`src/rtl/gifplayer_image_details_reader.sv`:
```
// gifplayer_image_details_reader: Avalon-MM master that fetches the 4-word image-details RAM,
// validates width/height/frame count and publishes all four values atomically.
module gifplayer_image_details_reader #(
    parameter int ADDR_W = 16,
    parameter logic [ADDR_W-1:0] BASE_ADDR = 16'h0000,
    parameter int NUM_WORDS = 4,
    parameter int READ_LATENCY = 1,
    parameter int TIMEOUT_CYCLES = 255,
    parameter int MAX_DIM = 640
) (
    input  logic              clk,
    input  logic              reset_n,
    input  logic              start,
    output logic              busy,
    output logic              done,
    output logic              details_valid,
    output logic              details_err,
    output logic [15:0]       img_width,
    output logic [15:0]       img_height,
    output logic [15:0]       frame_count,
    output logic [15:0]       frame_delay,
    output logic [ADDR_W-1:0] avm_address,
    output logic              avm_read,
    output logic [1:0]        avm_byteenable,
    input  logic [15:0]       avm_readdata,
    input  logic              avm_waitrequest
);
    typedef enum logic [2:0] {IDLE, REQ, WAIT_DATA, CHECK, FINISH} state_t;
    state_t state, state_nx;
    logic [1:0] idx;
    logic [1:0] lat;
    logic [7:0] stall;
    logic [15:0] shadow [4];
    logic accept, timeout, last_beat, bad;

    if (NUM_WORDS != 4 || READ_LATENCY < 1 || READ_LATENCY > 3) begin : g_bad_cfg
        $error("gifplayer_image_details_reader: unsupported NUM_WORDS or READ_LATENCY");
    end

    assign accept    = state == REQ && !avm_waitrequest;
    assign timeout   = state == REQ && avm_waitrequest && stall == 8'(TIMEOUT_CYCLES - 1);
    assign last_beat = state == WAIT_DATA && lat == 2'd1;
    assign bad       = shadow[0] == 16'd0 || shadow[1] == 16'd0 || shadow[2] == 16'd0 ||
                       shadow[0] > 16'(MAX_DIM) || shadow[1] > 16'(MAX_DIM);

    always_ff @(posedge clk or negedge reset_n) begin
        if (!reset_n) state <= IDLE;
        else state <= state_nx;
    end

    always_comb begin
        state_nx = state;
        case (state)
            IDLE:      state_nx = start ? REQ : IDLE;
            REQ:       state_nx = accept ? WAIT_DATA : timeout ? FINISH : REQ;
            WAIT_DATA: state_nx = !last_beat ? WAIT_DATA : idx == 2'd3 ? CHECK : REQ;
            CHECK:     state_nx = FINISH;
            default:   state_nx = IDLE;
        endcase
    end

    always_comb begin
        busy           = state != IDLE;
        done           = state == FINISH;
        avm_read       = state == REQ;
        avm_address    = BASE_ADDR + ADDR_W'({idx, 1'b0});
        avm_byteenable = 2'b11;
    end

    // Shadows fill one word per read; the published set only moves on a passing CHECK.
    always_ff @(posedge clk or negedge reset_n) begin
        if (!reset_n) begin
            idx           <= '0;
            lat           <= '0;
            stall         <= '0;
            shadow        <= '{default: '0};
            details_valid <= 1'b0;
            details_err   <= 1'b0;
            img_width     <= '0;
            img_height    <= '0;
            frame_count   <= '0;
            frame_delay   <= '0;
        end else begin
            if (state == IDLE && start) begin
                details_err <= 1'b0;
                idx         <= '0;
                stall       <= '0;
            end
            if (accept) begin
                lat   <= 2'(READ_LATENCY);
                stall <= '0;
            end else if (timeout) begin
                details_err <= 1'b1;
                stall       <= '0;
            end else if (state == REQ) begin
                stall <= stall + 8'd1;
            end
            if (state == WAIT_DATA) lat <= lat - 2'd1;
            if (last_beat) begin
                shadow[idx] <= avm_readdata;
                idx         <= idx + 2'd1;
            end
            if (state == CHECK) begin
                details_valid <= !bad;
                if (bad) details_err <= 1'b1;
                else begin
                    img_width   <= shadow[0];
                    img_height  <= shadow[1];
                    frame_count <= shadow[2];
                    frame_delay <= shadow[3];
                end
            end
        end
    end
endmodule

```
`config.mk`:
```
export PLATFORM = sky130hd
export DESIGN_NAME = gifplayer_image_details_reader
export DESIGN_NICKNAME = d
export VERILOG_FILES = /design/src/rtl/gifplayer_image_details_reader.sv
export SDC_FILE = /design/constraint.sdc
export NUM_CORES = 1
export LEC_CHECK = 0
export ABC_CLOCK_PERIOD_IN_PS = 6900
export BUFFER_PORTS_ARGS = -buffer_cell sky130_fd_sc_hd__buf_2
export CAP_MARGIN = 5
export CORE_MARGIN = 4
export CORE_UTILIZATION = 49
export DETAILED_ROUTE_END_ITERATION = 6
export HOLD_SLACK_MARGIN = 0.03
export PLACE_DENSITY_LB_ADDON = 0.08
export REMOVE_ABC_BUFFERS = 1
export SLEW_MARGIN = 20
export SYNTH_ARGS = -nofsm -noshare
export SYNTH_HDL_FRONTEND = slang
export SYNTH_SLANG_ARGS = --single-unit
```
`constraint.sdc`:
```
create_clock -name clk -period 6.9 [get_ports clk]
set_input_delay 0.345 -clock clk [delete_from_list [all_inputs] [get_ports clk]]
set_output_delay 0.345 -clock clk [all_outputs]
set_load 0.03 [all_outputs]
```
==> run metrics <==
Reg-to-Reg Start=shadow[50]$_DFFE_PN0P_; # diodes=0; initial core utilization=0.509; number of global-route vias before repair=3750; Critical Path End=frame_delay[5]$_DFFE_PN0P_; post-synth top area cell=dfrtp_1; fmax=357 MHz; CTS tree=built; mapped cell area=5910 sq um; final net count=548; Crit. Startpoint=shadow[50]$_DFFE_PN0P_; largest net degree at the start of global routing=84; total clock buffers created by CTS=17; fill cell count=959; drt pass-1 iters=6; GRT Overall Usage=0.179; Finished Layout Cells=676; Worst EP arrival=~3.1 ns; VDD IR max=0.216 mV; initial antenna violation count=0; fin crit share=0.406; DR vias/cell=roughly 5.3; top cell type's share of synthesized area=0.614; Seq/Total Area, Yosys=0.614; FF-to-FF setup slack=4.10 ns; PwrDens=356 nW/um^2; htree depth=4; Mapped Cells=425; kind of critical path=flop to flop; synth top area cells=dfrtp_1 61%, mux2_2 15%, mux2_1 7.0%; crit path max fanout=39; wire per inst=17.3 microns; row cnt=39; Die Y=approximately 120 microns; Clock Latency Late Sink=about 0.4 ns; I/O Pins=107; status=complete, no violations; multi-input logic area=2100 sq um; CTS root buf=clkbuf_16; max-cap violations=0; via total after detailed routing=between 3000 and 4000; Synth cell types=33; Final Critical Period=2.80 ns; #FFs+latches synth=145; clock buffer depth=2; Leak=3.56 nW; Die ar.=13900 sq um; # port buffers=90; # DRC=0; hpwl dp=7830 microns; worst r2r path cells=6; final wirelength=11700 microns; CP Capture Type=flop; Synth Warn #=0; Die Wd=118 microns; Area Growth Syn to Fin=17.8%; commonest non-fill, non-tap cell in the layout=dfrtp_1; setup repair after global routing missed its margin=no; min-delay worst type=primary input to flop; worst slew pin tran=0.913 ns; Syn Area/Cell=roughly 14 sq um; worst relative slew slack=0.390; Placeable Area=11600 sq um; final setup vio count=0; Req. time, crit path=7.19 ns; Detail Route Antenna Nets=0; R2R Path End=frame_delay[5]$_DFFE_PN0P_; fin. max-slew vios=0; gr ovfl total=0; postcts setup bufs=0; Sink Count=145; Setup Skew=0.00583 ns; Clk pin slew, worst setup/hold paths=0.06 ns; layout cells sized above 1=0.373; initial DRC count=roughly 180; first-pass GRT wire length=between 15000 and 20000 microns; setup TNS=0 ns; final hold vios=0; GP Congestion=about 0.73; register area=3630 sq um; crit start category=flop; commonest non-fill, non-tap cells in the layout=145 x dfrtp_1, 89 x buf_2, 79 x mux2_2; Placed Cells=644
-- cells in the mapped netlist, drive strengths merged --
cell type  count
inv            6
o41ai          2
nor4          10
or3            1
nand3          6
nor2b         12
nand2b         2
nor3           7
o21ai         18
a31oi          3
and2           1
nor4bb         1
o211ai         3
nor2          12
nand2         19
clkbuf         5
ha             7
dfrtp        145
and3           3
a21o           1
mux2         116
o31ai          4
or4            2
a21oi          6
nand3b         2
buf           27
conb           2
nand4          2
-- worst max-delay path, cell delays in order (launching register included) --
cell	delay, ns
dfrtp_1	0.40
nor4_1	0.51
a21oi_1	0.12
or4_1	0.59
nor3_4	0.20
buf_4	0.46
mux2_2	0.39
-- repair_timing --
action | 4_1_cts | 5_1_grt
resized for setup | 0 | 0
hold buffers | 1 | 0
endpoints found under the hold margin | 62 | 0
-- worst min-delay path by stage --
stage               slack [ns]                     end  cells past startpoint             start
detailed placement        0.38    stall[6]$_DFFE_PN0P_                      1           reset_n
global route              0.21  shadow[34]$_DFFE_PN0P_                      2   avm_readdata[2]
CTS                       0.20  shadow[13]$_DFFE_PN0P_                      2  avm_readdata[13]
global placement          0.37    stall[4]$_DFFE_PN0P_                      1           reset_n
floorplan                 0.05   details_err$_DFF_PN0_                      0           reset_n
finish                    0.21  shadow[61]$_DFFE_PN0P_                      2  avm_readdata[13]
-- metrics by stage --
step	utilization	hold WS [ns]	instance area [sq um]	setup slack, ns	total power [mW]
floorplan	-	0.0494	5740	2.55	1.51
global placement	0.552	0.371	6410	4.17	1.64
detailed placement	0.552	0.376	6410	4.12	1.67
CTS	0.599	0.200	6960	4.10	2.51
global route	0.599	0.212	6960	3.98	2.63
finish	0.599	0.212	6960	4.10	2.48
-- report_power, final --
part / internal (mW) / total (mW) / switching (mW)
sequential: 1.05 / 1.21 / 0.160
clock: 0.510 / 0.829 / 0.319
combinational: 0.217 / 0.445 / 0.228
-- cell families (layout without fill, tap and decap cells) --
kind of cell,after synthesis,count (layout),synth area share
muxes,116,116,0.221
buffers and inverters,38,132,0.0413
and+or+nand+nor,80,80,0.0711
adders and majority gates,7,7,0.0148
other,2,16,0.00127
DFF,145,145,0.614
AOI/OAI and AO/OA,37,37,0.0366
-- layout make-up --
| cell class | instances | area share |
|---|---|---|
| multi-input cells | 256 | 0.301 |
| repair buffers | 95 | 0.0719 |
| clock buffers | 25 | 0.0683 |
| clock inverters | 6 | 0.00827 |
| inverters | 6 | 0.00324 |
| well taps | 143 | 0.0257 |
| flip-flops and latches | 145 | 0.521 |
-- metal layers --
layer,routed length [microns],GRT usage,vias to the layer above,part of all wire
met3,511,0.0543,15,0.044
li1,-,-,1666,-
met2,5770,0.292,81,0.49
met5,0,0,-,0
met1,5280,0.228,1804,0.45
met4,156,0.0601,0,0.013
-- flip-flops by register name, indices dropped and copies added (netlist names) --
signal / cells
shadow: 64
idx: 2
lat: 2
img_height: 16
details_valid: 1
img_width: 16
details_err: 1
frame_delay: 16
stall: 8
state: 3
frame_count: 16
(Power assumes the default switching activity.)
